--- config.mk ---
export PLATFORM = sky130hd
export DESIGN_NAME = vram_arbiter
export DESIGN_NICKNAME = d
export VERILOG_FILES = /design/src/rtl/vram_arbiter.sv
export SDC_FILE = /design/constraint.sdc
export NUM_CORES = 1
export LEC_CHECK = 0
export CAP_MARGIN = 20
export CORE_MARGIN = 2
export CORE_UTILIZATION = 44
export DETAILED_ROUTE_END_ITERATION = 7
export GPL_TIMING_DRIVEN = 1
export PLACE_DENSITY = 0.66
export SKIP_CTS_REPAIR_TIMING = 1
export SLEW_MARGIN = 30
export SYNTH_ARGS = -nofsm -noshare
export SYNTH_HDL_FRONTEND = slang
export SYNTH_SLANG_ARGS = --single-unit
--- constraint.sdc ---
create_clock -name vga_clk -period 6.45 [get_ports vga_clk]
set_input_delay 0.645 -clock vga_clk [delete_from_list [all_inputs] [get_ports vga_clk]]
set_output_delay 0.645 -clock vga_clk [all_outputs]
set_load 0.02 [all_outputs]
--- src/rtl/vram_arbiter.sv ---
`default_nettype none
// ============================================================================
// Module   : vram_arbiter
// Brief    : Single-port frame-buffer arbiter: display reads always win, and
//            buffered pixel writes (RGB332) fill the free cycles. Optional
//            clear engine when VRAM_ARBITER_CLEAR_EN is defined.
// Revision : 1.0 - initial release
// ============================================================================
module vram_arbiter #(
    parameter int ROWS       = 480,
    parameter int COLS       = 640,
    parameter int FIFO_DEPTH = 4
) (
    input  logic        vga_clk,
    input  logic        rst,
`ifdef VRAM_ARBITER_CLEAR_EN
    input  logic        clr_start,
    input  logic [7:0]  clr_color,
    output logic        clr_busy,
`endif
    input  logic        disp_req,
    input  logic [8:0]  disp_row,
    input  logic [9:0]  disp_col,
    output logic [11:0] d_out,
    output logic        d_out_valid,
    input  logic        wr_valid,
    output logic        wr_ready,
    input  logic [8:0]  wr_row,
    input  logic [9:0]  wr_col,
    input  logic [7:0]  wr_data,
    output logic [8:0]  mem_row,
    output logic [9:0]  mem_col,
    output logic        mem_we,
    output logic [7:0]  mem_wdata,
    input  logic [7:0]  mem_rdata,
    output logic [4:0]  fifo_level,
    output logic [7:0]  drop_cnt
);
    localparam int               c_PTR_W   = (FIFO_DEPTH > 1) ? $clog2(FIFO_DEPTH) : 1;
    localparam logic [8:0]       c_ROWS    = 9'(ROWS);
    localparam logic [9:0]       c_COLS    = 10'(COLS);
    localparam logic [4:0]       c_DEPTH   = 5'(FIFO_DEPTH);
    localparam logic [c_PTR_W-1:0] c_PTR_ONE = 1;

    logic [26:0]        r_fifo_mem [FIFO_DEPTH];
    logic [c_PTR_W-1:0] r_wr_ptr_q, w_wr_ptr_d, r_rd_ptr_q, w_rd_ptr_d;
    logic [4:0]         r_level_q, w_level_d;
    logic [7:0]         r_drop_q, w_drop_d;
    logic               r_rd_v1_q, w_rd_v1_d, r_rd_v2_q, w_rd_v2_d;
    logic [11:0]        r_d_out_q, w_d_out_d;
    logic               r_d_out_valid_q, w_d_out_valid_d;
    logic [8:0]         r_mem_row_q, w_mem_row_d;
    logic [9:0]         r_mem_col_q, w_mem_col_d;
    logic               r_mem_we_q, w_mem_we_d;
    logic [7:0]         r_mem_wdata_q, w_mem_wdata_d;
    logic               w_xfer, w_in_range, w_push, w_drop, w_pop;
    logic [26:0]        w_head;

`ifdef VRAM_ARBITER_CLEAR_EN
    localparam logic [8:0] c_LAST_ROW = 9'(ROWS - 1);
    localparam logic [9:0] c_LAST_COL = 10'(COLS - 1);

    typedef enum logic [0:0] {
        c_ST_IDLE  = 1'b0,
        c_ST_CLEAR = 1'b1
    } state_t;

    state_t     r_state_q, w_state_d;
    logic [8:0] r_clr_row_q, w_clr_row_d;
    logic [9:0] r_clr_col_q, w_clr_col_d;
    logic [7:0] r_clr_color_q, w_clr_color_d;
    logic       w_clr_issue;
`endif

    assign wr_ready    = (r_level_q != c_DEPTH);
    assign w_xfer      = wr_valid & wr_ready;
    assign w_in_range  = (wr_row < c_ROWS) && (wr_col < c_COLS);
    assign w_push      = w_xfer & w_in_range;
    assign w_drop      = w_xfer & ~w_in_range;
    assign w_head      = r_fifo_mem[r_rd_ptr_q];

    // Port arbitration: display read, then clear sweep, then buffered write.
    always_comb begin
        w_pop         = 1'b0;
        w_mem_we_d    = 1'b0;
        w_mem_row_d   = r_mem_row_q;
        w_mem_col_d   = r_mem_col_q;
        w_mem_wdata_d = r_mem_wdata_q;
`ifdef VRAM_ARBITER_CLEAR_EN
        w_clr_issue   = 1'b0;
`endif
        if (disp_req) begin
            w_mem_row_d = disp_row;
            w_mem_col_d = disp_col;
        end
`ifdef VRAM_ARBITER_CLEAR_EN
        else if (r_state_q == c_ST_CLEAR) begin
            w_clr_issue   = 1'b1;
            w_mem_we_d    = 1'b1;
            w_mem_row_d   = r_clr_row_q;
            w_mem_col_d   = r_clr_col_q;
            w_mem_wdata_d = r_clr_color_q;
        end
`endif
        else if (r_level_q != 5'd0) begin
            w_pop         = 1'b1;
            w_mem_we_d    = 1'b1;
            w_mem_row_d   = w_head[26:18];
            w_mem_col_d   = w_head[17:8];
            w_mem_wdata_d = w_head[7:0];
        end
    end

    always_comb begin
        w_level_d       = r_level_q + {4'd0, w_push} - {4'd0, w_pop};
        w_wr_ptr_d      = w_push ? r_wr_ptr_q + c_PTR_ONE : r_wr_ptr_q;
        w_rd_ptr_d      = w_pop  ? r_rd_ptr_q + c_PTR_ONE : r_rd_ptr_q;
        w_drop_d        = (w_drop && (r_drop_q != 8'hFF)) ? r_drop_q + 8'd1 : r_drop_q;
        w_rd_v1_d       = disp_req;
        w_rd_v2_d       = r_rd_v1_q;
        w_d_out_valid_d = r_rd_v2_q;
        // RGB332 to 4:4:4 by replicating the top bits into the missing LSBs.
        w_d_out_d       = r_rd_v2_q ? {mem_rdata[1:0], mem_rdata[1:0],
                                       mem_rdata[4:2], mem_rdata[4],
                                       mem_rdata[7:5], mem_rdata[7]}
                                    : r_d_out_q;
    end

    always_ff @(posedge vga_clk) begin
        if (w_push) begin
            r_fifo_mem[r_wr_ptr_q] <= {wr_row, wr_col, wr_data};
        end
    end

    always_ff @(posedge vga_clk or posedge rst) begin
        if (rst) begin
            r_wr_ptr_q      <= '0;
            r_rd_ptr_q      <= '0;
            r_level_q       <= 5'd0;
            r_drop_q        <= 8'd0;
            r_rd_v1_q       <= 1'b0;
            r_rd_v2_q       <= 1'b0;
            r_d_out_q       <= 12'd0;
            r_d_out_valid_q <= 1'b0;
            r_mem_row_q     <= 9'd0;
            r_mem_col_q     <= 10'd0;
            r_mem_we_q      <= 1'b0;
            r_mem_wdata_q   <= 8'd0;
        end else begin
            r_wr_ptr_q      <= w_wr_ptr_d;
            r_rd_ptr_q      <= w_rd_ptr_d;
            r_level_q       <= w_level_d;
            r_drop_q        <= w_drop_d;
            r_rd_v1_q       <= w_rd_v1_d;
            r_rd_v2_q       <= w_rd_v2_d;
            r_d_out_q       <= w_d_out_d;
            r_d_out_valid_q <= w_d_out_valid_d;
            r_mem_row_q     <= w_mem_row_d;
            r_mem_col_q     <= w_mem_col_d;
            r_mem_we_q      <= w_mem_we_d;
            r_mem_wdata_q   <= w_mem_wdata_d;
        end
    end

`ifdef VRAM_ARBITER_CLEAR_EN
    // Raster sweep, column fastest; the last pixel returns the engine to IDLE.
    always_comb begin
        w_state_d     = r_state_q;
        w_clr_row_d   = r_clr_row_q;
        w_clr_col_d   = r_clr_col_q;
        w_clr_color_d = r_clr_color_q;
        case (r_state_q)
            c_ST_IDLE: begin
                if (clr_start) begin
                    w_state_d     = c_ST_CLEAR;
                    w_clr_color_d = clr_color;
                    w_clr_row_d   = 9'd0;
                    w_clr_col_d   = 10'd0;
                end
            end
            c_ST_CLEAR: begin
                if (w_clr_issue) begin
                    if (r_clr_col_q == c_LAST_COL) begin
                        w_clr_col_d = 10'd0;
                        if (r_clr_row_q == c_LAST_ROW) begin
                            w_state_d = c_ST_IDLE;
                        end else begin
                            w_clr_row_d = r_clr_row_q + 9'd1;
                        end
                    end else begin
                        w_clr_col_d = r_clr_col_q + 10'd1;
                    end
                end
            end
            default: w_state_d = c_ST_IDLE;
        endcase
    end

    always_ff @(posedge vga_clk or posedge rst) begin
        if (rst) begin
            r_state_q     <= c_ST_IDLE;
            r_clr_row_q   <= 9'd0;
            r_clr_col_q   <= 10'd0;
            r_clr_color_q <= 8'd0;
        end else begin
            r_state_q     <= w_state_d;
            r_clr_row_q   <= w_clr_row_d;
            r_clr_col_q   <= w_clr_col_d;
            r_clr_color_q <= w_clr_color_d;
        end
    end

    assign clr_busy = (r_state_q == c_ST_CLEAR);
`endif

    assign d_out       = r_d_out_q;
    assign d_out_valid = r_d_out_valid_q;
    assign mem_row     = r_mem_row_q;
    assign mem_col     = r_mem_col_q;
    assign mem_we      = r_mem_we_q;
    assign mem_wdata   = r_mem_wdata_q;
    assign fifo_level  = r_level_q;
    assign drop_cnt    = r_drop_q;

endmodule
`default_nettype wire

==> metrics.txt, run 1 <==
final net count=563; Cell Area, Synth=6510 sq um; final std cells w/o fill=690; Die Ht=126 microns; final total power=3.50 mW; Clock Pin Slew Worst Setup and Hold Paths=0.06 ns; Die W=126 microns; Hold Path Class=reg -> reg; Vias=3562; routed vias/inst=5.16; clk_lat worst skew=0.43 ns; root buffer cell=clkbuf_16; number of global-route vias before repair=3765; Ports=113; R2R setup slack=3.53 ns; FFs w/ async S/R, synth=0.341; #FFs+latches synth=164; row cnt=44; Worst Path Required=6.80 ns; hold depth=0; measured slew at the worst slew-check pin=0.830 ns; # diodes=0; Synth cell types=35; fmax=0.318 GHz; Die ar.=15800 sq um; kind of critical path=in -> reg; final setup fails=0; worst vdd ir=0.000251 V; total negative slack=0 ns; DP Worst Slack=2.89 ns; fin crit period=3.15 ns; Syn Inst Count=375; hold_ws=0.349 ns; Port Buf Inserts=112; CP Capture Type=register; fillers=1112; CTS tree=yes; RR Endpoint=fifo_level[4]$_DFF_PP0_; largest net degree at the start of global routing=57; min-delay src=r_rd_v1_q$_DFF_PP0_; Pwr per Cell Area=417 nW/um^2; H-tree depth=4; final setup margin=3.30 ns; total CTS buffers=17; core box area=14500 sq um; layout cell share with drive strength beyond 1=0.182; first-pass GRT wire length=20400 microns; Initial Utilization=0.450; syn avg cell area=17.4 sq um; antenna violations before repair=0; CTS sink cnt=164; placed cell area=7830 sq um; Post-synth EDFFs=108; area occupied by multi-input gates=1720 sq um; WL per Instance=18.5 microns; Final GP Congestion=0.773; fin area=8390 sq um; ys flop type=edfxtp_1; sequential fraction of the synthesis area=0.713; Detail Route Antenna Nets=0; RSZ-0062 raised after global routing=false; Iteration-0 DRC Markers=186; Reg2Reg Launch Point=fifo_level[2]$_DFF_PP0_; Tcrit/Tclk final=0.488; CP Max Fanout=7; status=finished, final reports clean; Leak=3.07 nW; Max Root-Sink Buffers=2; area delta synth->final=28.9%; sequential cell area=4650 sq um; Worst Skew=0.00924 ns; Inst Count DP=658; grt ovf=0; Max Cap Viol=0; syn nets=445; Final Hold Fails=0; Slew HR=0.445; Warnings, synthesis=0; R2R depth=15; CP arrival=3.49 ns; Worst Hold End=r_rd_v2_q$_DFF_PP0_; Post-DP HPWL=8010 microns; Final Slew Violations=0; GRT Util Overall=0.171; DR pass1 iterations=4; fin util=0.580; DRC viols=0; drt total wl=12800 microns; CP startpoint kind=primary input
logic make-up (layout without fill, tap and decap cells):
family                     count (synthesis)  in the layout  share of synthesized area
AOI/OAI and AO/OA                         50             50                     0.0448
buffers and inverters                     33            164                     0.0240
xor gates and xnor gates                  11             11                     0.0148
and+or+nand+nor                           59             59                     0.0519
adders and majority gates                 12             12                     0.0242
DFF                                      164            164                      0.713
muxes                                     46             46                      0.127
critical path: stages:
cell             delay [ns]
clkdlybuf4s50_1        0.48
o21ai_0                0.50
and4_1                 0.43
inv_1                  0.07
ha_1                   0.27
inv_1                  0.06
ha_1                   0.16
inv_1                  0.06
fa_1                   0.40
inv_1                  0.07
a21oi_1                0.06
o21bai_1               0.15
xnor2_1                0.13
worst max path at each step:
stage	from	end	slack, ns	cells after the start
after CTS	wr_col[8]	fifo_level[4]$_DFF_PP0_	3.32	13
after floorplan	wr_col[8]	fifo_level[4]$_DFF_PP0_	3.74	13
final	wr_col[8]	fifo_level[4]$_DFF_PP0_	3.30	13
after global placement	wr_col[8]	fifo_level[4]$_DFF_PP0_	2.98	13
after detailed placement	wr_col[8]	fifo_level[4]$_DFF_PP0_	2.89	13
after global routing	wr_col[8]	fifo_level[4]$_DFF_PP0_	3.13	13
Yosys cell counts (all sizes together) (6+ instances only):
cell | instances | share of area
mux4 | 27 | 0.093
dfrtp | 56 | 0.22
clkbuf | 6 | 0.0035
edfxtp | 108 | 0.50
ha | 11 | 0.021
nand2 | 23 | 0.013
nor2b | 19 | 0.018
inv | 13 | 0.0075
xnor2 | 7 | 0.0094
buf | 14 | 0.013
mux2 | 19 | 0.034
a21oi | 42 | 0.032
flip-flops by register name, indices dropped and copies added (netlist names):
| name | count |
|---|---|
| d_out | 8 |
| r_wr_ptr_q | 2 |
| r_rd_ptr_q | 2 |
| fifo_level | 5 |
| r_rd_v2_q | 1 |
| mem_col | 10 |
| r_fifo_mem | 108 |
| mem_we | 1 |
| r_rd_v1_q | 1 |
| drop_cnt | 8 |
| mem_wdata | 8 |
| d_out_valid | 1 |
| mem_row | 9 |
metal layers:
metal  track usage  up-vias  share of wire
met5             0        -              0
met4        0.0529        0          0.011
met3        0.0514       13          0.056
met2         0.276      102           0.49
met1         0.225     1803           0.45
li1              -     1644              -
final cells by class:
class                           instances  share of cell area
Clock inverter                         14              0.0154
Sequential cell                       164               0.554
Tap cell                              184              0.0274
Clock buffer                           18              0.0523
Timing Repair Buffer                  119               0.140
Multi-Input combinational cell        178               0.205
Inverter                               13             0.00581
cells in the final DEF, fill, tap and decap left out, types with 2 or more instances in the layout:
cell / n
mux2_1: 2
clkbuf_16: 17
dfrtp_1: 55
xnor2_1: 7
xor2_1: 4
clkinvlp_4: 6
inv_1: 12
buf_4: 7
mux4_2: 27
and2_1: 2
nand2_1: 23
a21oi_1: 42
and2_2: 2
edfxtp_1: 108
mux2_2: 15
clkdlybuf4s50_1: 112
inv_6: 3
ha_1: 11
mux2_4: 2
nor2b_1: 19
a31oi_1: 2
nand4_1: 3
and3_1: 2
clkinv_4: 2
clkinv_2: 2
where the power goes:
group | total [mW] | switching [mW] | internal [mW]
logic | 1.02 | 0.480 | 0.543
registers | 1.52 | 0.184 | 1.34
clock network | 0.958 | 0.414 | 0.544
total | 3.50 | 1.08 | 2.43
Power figures use the tool's default switching activity.
==> run 2, diff against run 1 <==
==> constraint.sdc (replaced) <==
create_clock -name vga_clk -period 3.1 [get_ports vga_clk]
set_input_delay 0.31 -clock vga_clk [delete_from_list [all_inputs] [get_ports vga_clk]]
set_output_delay 0.31 -clock vga_clk [all_outputs]
set_load 0.02 [all_outputs]
==> run 2 against run 1 <==
Net effect:
- worst hold slack got worse by 0.00068 ns
- non-clock buffer count increased by 8
- clock power increased by 100%
- final area increased by 1.1%
==> metrics.txt, run 2 (same netlist as run 1, synthesis figures left out) <==
Worst path depth=13 (unchanged); R2R depth=13 (was 15); Slew HR=0.479 (was 0.445); hold_ws=0.348 ns (was 0.349 ns); Crit path top cell by count=inv_1 (unchanged); measured slew at the worst slew-check pin=0.780 ns (was 0.830 ns); crit path to=fifo_level[4]$_DFF_PP0_ (unchanged); number of global-route vias before repair=3842 (was 3765); Vias=3621 (was 3562); Worst Skew=0.0111 ns (was 0.00924 ns); Die W=126 microns (unchanged); root buffer cell=clkbuf_16 (unchanged); worst vdd ir=0.000508 V (was 0.000251 V); Tcrit/Tclk final=0.844; CTS tree=yes (unchanged); max FFs per register=108 (unchanged); RR Endpoint=fifo_level[4]$_DFF_PP0_ (unchanged); total negative slack=0 ns (unchanged); grt ovf=0 (unchanged); fin area=8480 sq um (was 8390 sq um); routed vias/inst=5.18 (was 5.16); Port Buf Inserts=112 (unchanged); commonest non-fill, non-tap cell in the layout=clkdlybuf4s50_1 (unchanged); Leak=3.13 nW (was 3.07 nW); CP Launch Point=wr_col[7] (was wr_col[8]); final net count=571 (was 563); CP max stage delay=0.50 ns (about the same); Max Cap Viol=0 (unchanged); Pwr per Cell Area=864 nW/um^2 (was 417 nW/um^2); CP startpoint kind=primary input (unchanged); CP Max Fanout=5 (was 7); CP delay by family, top=adder cells (unchanged); drt total wl=13000 microns (was 12800 microns); Worst Path Required=3.43 ns (was 6.80 ns); clk_lat worst skew=0.41 ns (was 0.43 ns); WL per Instance=18.6 microns (was 18.5 microns); H-tree depth=4 (unchanged); CP cell instances=clkdlybuf4s50_1 > o21ai_0 > and4_1 > inv_1 > ha_1 > inv_1 > ha_1 > inv_1 > fa_1 > inv_1 > a21oi_1 > o21bai_1 > xnor2_1 (unchanged); Top reg by flops=r_fifo_mem (unchanged); R2R setup slack=0.57 ns (was 3.53 ns); CP arrival=2.94 ns (was 3.49 ns); area delta synth->final=30.2% (was 28.9%); CP max-delay cell=clkdlybuf4s50_1 (was o21ai_0); fillers=1138 (was 1112); DRC viols=0 (unchanged); Final Slew Violations=0 (unchanged); Initial Utilization=0.450 (unchanged); CP Capture Type=register (unchanged); DP Worst Slack=0.0828 ns (was 2.89 ns); Die ar.=15800 sq um (unchanged); Final GP Congestion=0.726 (was 0.773); final setup margin=0.484 ns (was 3.30 ns); antenna violations before repair=1 (was 0); Max Root-Sink Buffers=2 (unchanged); Buf/Inv on CP=5 (unchanged); Iteration-0 DRC Markers=190 (was 186); commonest non-fill, non-tap cells in the layout=clkdlybuf4s50_1, edfxtp_1, dfrtp_1 (unchanged); first-pass GRT wire length=20800 microns (was 20400 microns); Die Ht=126 microns (unchanged); Detail Route Antenna Nets=0 (unchanged); fin util=0.586 (was 0.580); Hold Path Class=reg -> reg (unchanged); Clock Pin Slew Worst Setup and Hold Paths=0.06 ns (about the same); CTS sink cnt=164 (unchanged); total CTS buffers=17 (unchanged); kind of critical path=in -> reg (unchanged); Post-DP HPWL=8470 microns (was 8010 microns); sequential cell area=4650 sq um (about the same); fin crit period=2.62 ns; placed cell area=7920 sq um (was 7830 sq um); Ports=113 (unchanged); DR pass1 iterations=4 (unchanged); fmax=0.382 GHz; GRT Util Overall=0.174 (was 0.171); final setup fails=0 (unchanged); core box area=14500 sq um (unchanged); area occupied by multi-input gates=1720 sq um (unchanged); Reg2Reg Launch Point=fifo_level[4]$_DFF_PP0_ (was fifo_level[2]$_DFF_PP0_); Final Hold Fails=0 (unchanged); layout cell share with drive strength beyond 1=0.187 (was 0.182); largest net degree at the start of global routing=57 (unchanged); RSZ-0062 raised after global routing=false (unchanged); row cnt=44 (unchanged); status=finished, final reports clean (unchanged)
==> run 2: how the worst min path moves through the flow <==
stage	from	endpoint	slack [ns]	depth (start not counted)
2_1_floorplan	r_rd_v1_q$_DFF_PP0_	r_rd_v2_q$_DFF_PP0_	0.33	0
3_3_place_gp	r_rd_v1_q$_DFF_PP0_	r_rd_v2_q$_DFF_PP0_	0.33	0
3_5_place_dp	r_rd_v1_q$_DFF_PP0_	r_rd_v2_q$_DFF_PP0_	0.33	0
4_1_cts	r_rd_v1_q$_DFF_PP0_	r_rd_v2_q$_DFF_PP0_	0.35	0
5_1_grt	r_rd_v1_q$_DFF_PP0_	r_rd_v2_q$_DFF_PP0_	0.36	0
6_report	r_rd_v1_q$_DFF_PP0_	r_rd_v2_q$_DFF_PP0_	0.35	0
==> run 2: area by class of cell <==
| cell class | instances | share of cell area |
|---|---|---|
| antenna | 1 | 0.000295 |
| clock buffer | 24 | 0.0568 |
| clock inverter | 8 | 0.00915 |
| inverter | 13 | 0.00575 |
| multi-input combinational | 178 | 0.203 |
| sequential | 164 | 0.548 |
| tap | 184 | 0.0271 |
| timing repair buffer | 127 | 0.150 |
==> run 2: power breakdown <==
part	switching (mW)	internal (mW)	total [mW]
registers	0.294	2.78	3.08
logic	1.11	1.19	2.30
clock network	0.786	1.17	1.95
==> run 2: per-stage QoR <==
| step | instances | power, mW |
|---|---|---|
| 2_1_floorplan | 375 | 4.49 |
| 3_3_place_gp | 666 | 5.39 |
| 3_5_place_dp | 666 | 5.47 |
| 4_1_cts | 698 | 7.43 |
| 5_1_grt | 699 | 7.72 |
| 6_report | 699 | 7.33 |
==> run 2: layer usage <==
layer / share of wire / vias up / wire length [microns] / global-route usage
met5: 0 / - / 0 / 0
met4: 0.017 / 0 / 222 / 0.0562
met3: 0.050 / 15 / 645 / 0.0489
met2: 0.48 / 107 / 6230 / 0.277
met1: 0.45 / 1835 / 5910 / 0.236
li1: - / 1664 / - / -
==> run 3, diff against run 2 <==
--- a/config.mk
+++ b/config.mk
@@ -10,7 +10,7 @@
 export CORE_UTILIZATION = 44
 export DETAILED_ROUTE_END_ITERATION = 7
 export GPL_TIMING_DRIVEN = 1
-export PLACE_DENSITY = 0.66
+export PLACE_DENSITY = 0.69
 export SKIP_CTS_REPAIR_TIMING = 1
 export SLEW_MARGIN = 30
 export SYNTH_ARGS = -nofsm -noshare
==> constraint.sdc (replaced) <==
create_clock -name vga_clk -period 2.2 [get_ports vga_clk]
set_input_delay 0.22 -clock vga_clk [delete_from_list [all_inputs] [get_ports vga_clk]]
set_output_delay 0.22 -clock vga_clk [all_outputs]
set_load 0.02 [all_outputs]
==> run 3 against run 2 <==
Net effect:
- critical endpoint unchanged
- largest power group unchanged
- clock skew is 0.0046 ns lower
- highest routed layer unchanged
- critical path depth stayed put
- the run now ends with negative setup slack left
- sequential share of layout area is 2.4 points lower
- sequential power is 40% higher
- global-route usage is 0.48 points lower
- critical path type is now reg -> reg
- total power is 49% higher
- combinational power is 56% higher
- routed wire length is 2.1% lower
- setup slack worse by 0.50 ns
==> metrics.txt, run 3 (same netlist as run 1, synthesis figures left out) <==
status=complete, but fails checks (was finished, final reports clean); failing checks=negative setup slack; layout cell share with drive strength beyond 1=0.272 (was 0.187); commonest non-fill, non-tap cell in the layout=clkdlybuf4s50_1 (unchanged); CP cell instances=inv_2 > ha_4 > nor4b_4 > nor2_2 > ha_4 > inv_4 > ha_4 > inv_2 > fa_2 > inv_2 > a21oi_2 > o21bai_1 > xnor2_1 (was clkdlybuf4s50_1 > o21ai_0 > and4_1 > inv_1 > ha_1 > inv_1 > ha_1 > inv_1 > fa_1 > inv_1 > a21oi_1 > o21bai_1 > xnor2_1); WL per Instance=17.6 microns (was 18.6 microns); Initial Utilization=0.450 (unchanged); RSZ-0062 raised after global routing=true (was false); max FFs per register=108 (unchanged); DR pass1 iterations=4 (unchanged); CP delay by family, top=adder cells (unchanged); drt total wl=12700 microns (was 13000 microns); Ports=113 (unchanged); placed cell area=8210 sq um (was 7920 sq um); Slew HR=0.748 (was 0.479); area delta synth->final=36.3% (was 30.2%); Die Ht=126 microns (unchanged); H-tree depth=4 (unchanged); CTS tree=yes (unchanged); core box area=14500 sq um (unchanged); CP max-delay cell=dfrtp_1 (was clkdlybuf4s50_1); total CTS buffers=17 (unchanged); clk_lat worst skew=0.42 ns (was 0.41 ns); CP max stage delay=0.42 ns (was 0.50 ns); kind of critical path=reg -> reg (was in -> reg); CTS sink cnt=164 (unchanged); CP Capture Type=register (unchanged); Vias=3654 (was 3621); Clock Pin Slew Worst Setup and Hold Paths=0.06 ns (about the same); DRC viols=0 (unchanged); fmax=0.452 GHz; Tcrit/Tclk final=1.00; Port Buf Inserts=112 (unchanged); fin crit period=2.21 ns; antenna violations before repair=1 (unchanged); largest net degree at the start of global routing=57 (unchanged); Max Cap Viol=0 (unchanged); Final GP Congestion=0.775 (was 0.726); Pwr per Cell Area=1230 nW/um^2 (was 864 nW/um^2); Hold Path Class=in -> async (was reg -> reg); GRT Util Overall=0.170 (was 0.174); Worst Path Required=2.55 ns (was 3.43 ns); CP startpoint kind=register (was primary input); Iteration-0 DRC Markers=187 (was 190); Max Root-Sink Buffers=2 (unchanged); worst vdd ir=0.000580 V (was 0.000508 V); final std cells w/o fill=725 (was 699); CP arrival=2.56 ns (was 2.94 ns); Buf/Inv on CP=4 (was 5); CP Max Fanout=3 (was 5); first-pass GRT wire length=20300 microns (was 20800 microns); Final Slew Violations=0 (unchanged); total negative slack=-0.0109 ns (was 0 ns); Worst Skew=0.00647 ns (was 0.0111 ns); Detail Route Antenna Nets=0 (unchanged); final setup fails=1 (was 0); root buffer cell=clkbuf_16 (unchanged); row cnt=44 (unchanged); Post-DP HPWL=8610 microns (was 8470 microns); fin area=8880 sq um (was 8480 sq um); # diodes=0 (was 1); measured slew at the worst slew-check pin=0.379 ns (was 0.780 ns); routed vias/inst=5.04 (was 5.18); Leak=3.31 nW (was 3.13 nW); number of global-route vias before repair=3893 (was 3842); grt ovf=0 (unchanged); Inst Count DP=690 (was 666); Die W=126 microns (unchanged); Die ar.=15800 sq um (unchanged); commonest non-fill, non-tap cells in the layout=clkdlybuf4s50_1, edfxtp_1, dfrtp_1 (unchanged); final net count=598 (was 571); final setup margin=-0.0109 ns (was 0.484 ns); Final Hold Fails=0 (unchanged); Top reg by flops=r_fifo_mem (unchanged)
## run 3: cell types whose count changed in the layout (fill, tap and decap cells not counted), moves of 3 or more
cell and delta:
dfrtp_1 -3, ha_1 -4, inv_2 +5, ha_4 +3, buf_12 +6, clkbuf_1 -4
inv_1 -6, dfrtp_2 +3, buf_4 +21, inv_8 +3, clkbuf_8 -3
## run 3: final timing paths
path | from | end | slack [ns] | cells after the start
max in group asynchronous | rst | fifo_level[1]$_DFF_PP0_ | 1.76 | 3
max reg2reg | fifo_level[2]$_DFF_PP0_ | fifo_level[4]$_DFF_PP0_ | -0.01 | 13
min | rst | d_out[6]$_DFFE_PP0P_ | 0.17 | 3
max | fifo_level[2]$_DFF_PP0_ | fifo_level[4]$_DFF_PP0_ | -0.01 | 13
min in group vga_clk | r_rd_v1_q$_DFF_PP0_ | r_rd_v2_q$_DFF_PP0_ | 0.35 | 0
min reg2reg | r_rd_v1_q$_DFF_PP0_ | r_rd_v2_q$_DFF_PP0_ | 0.35 | 0
## run 3: cell type report
cell class / count / area, sq um
Clock buffer: 17 / 425
Inverter: 13 / 51.3
Tap cell: 184 / 230
Sequential cell: 164 / 4650
Clock inverter: 15 / 195
Fill cell: 1059 / 5600
Multi-Input combinational cell: 178 / 1780
Timing Repair Buffer: 154 / 1550
## run 3: tightest hold or removal path, stage by stage
cell and delay (ns):
clkdlybuf4s50_1 0.41, inv_2 0.07, buf_12 0.28
## run 3: stage by stage
| stage | utilization | setup WS (ns) | total power [mW] | hold WS (ns) |
|---|---|---|---|---|
| floorplan | - | -0.275 | 6.37 | 0.251 |
| global placement | 0.567 | -0.451 | 7.82 | 0.337 |
| detailed placement | 0.567 | -0.542 | 7.89 | 0.346 |
| CTS | 0.610 | -0.200 | 11.0 | 0.174 |
| global route | 0.613 | -0.168 | 11.5 | 0.198 |
| finish | 0.613 | -0.0109 | 11.0 | 0.173 |
## run 3: routing by layer
| metal | up-vias | track usage | share of wire | wire length (microns) |
|---|---|---|---|---|
| met2 | 76 | 0.287 | 0.52 | 6580 |
| met4 | 0 | 0.0627 | 0.015 | 193 |
| li1 | 1714 | - | - | - |
| met3 | 16 | 0.0493 | 0.042 | 529 |
| met1 | 1848 | 0.208 | 0.43 | 5430 |
| met5 | - | 0 | 0 | 0 |
## run 3: power by group
| group | total, mW | internal, mW | switching [mW] |
|---|---|---|---|
| clock network | 3.06 | 1.82 | 1.24 |
| logic | 3.58 | 1.92 | 1.66 |
| registers | 4.32 | 3.93 | 0.393 |
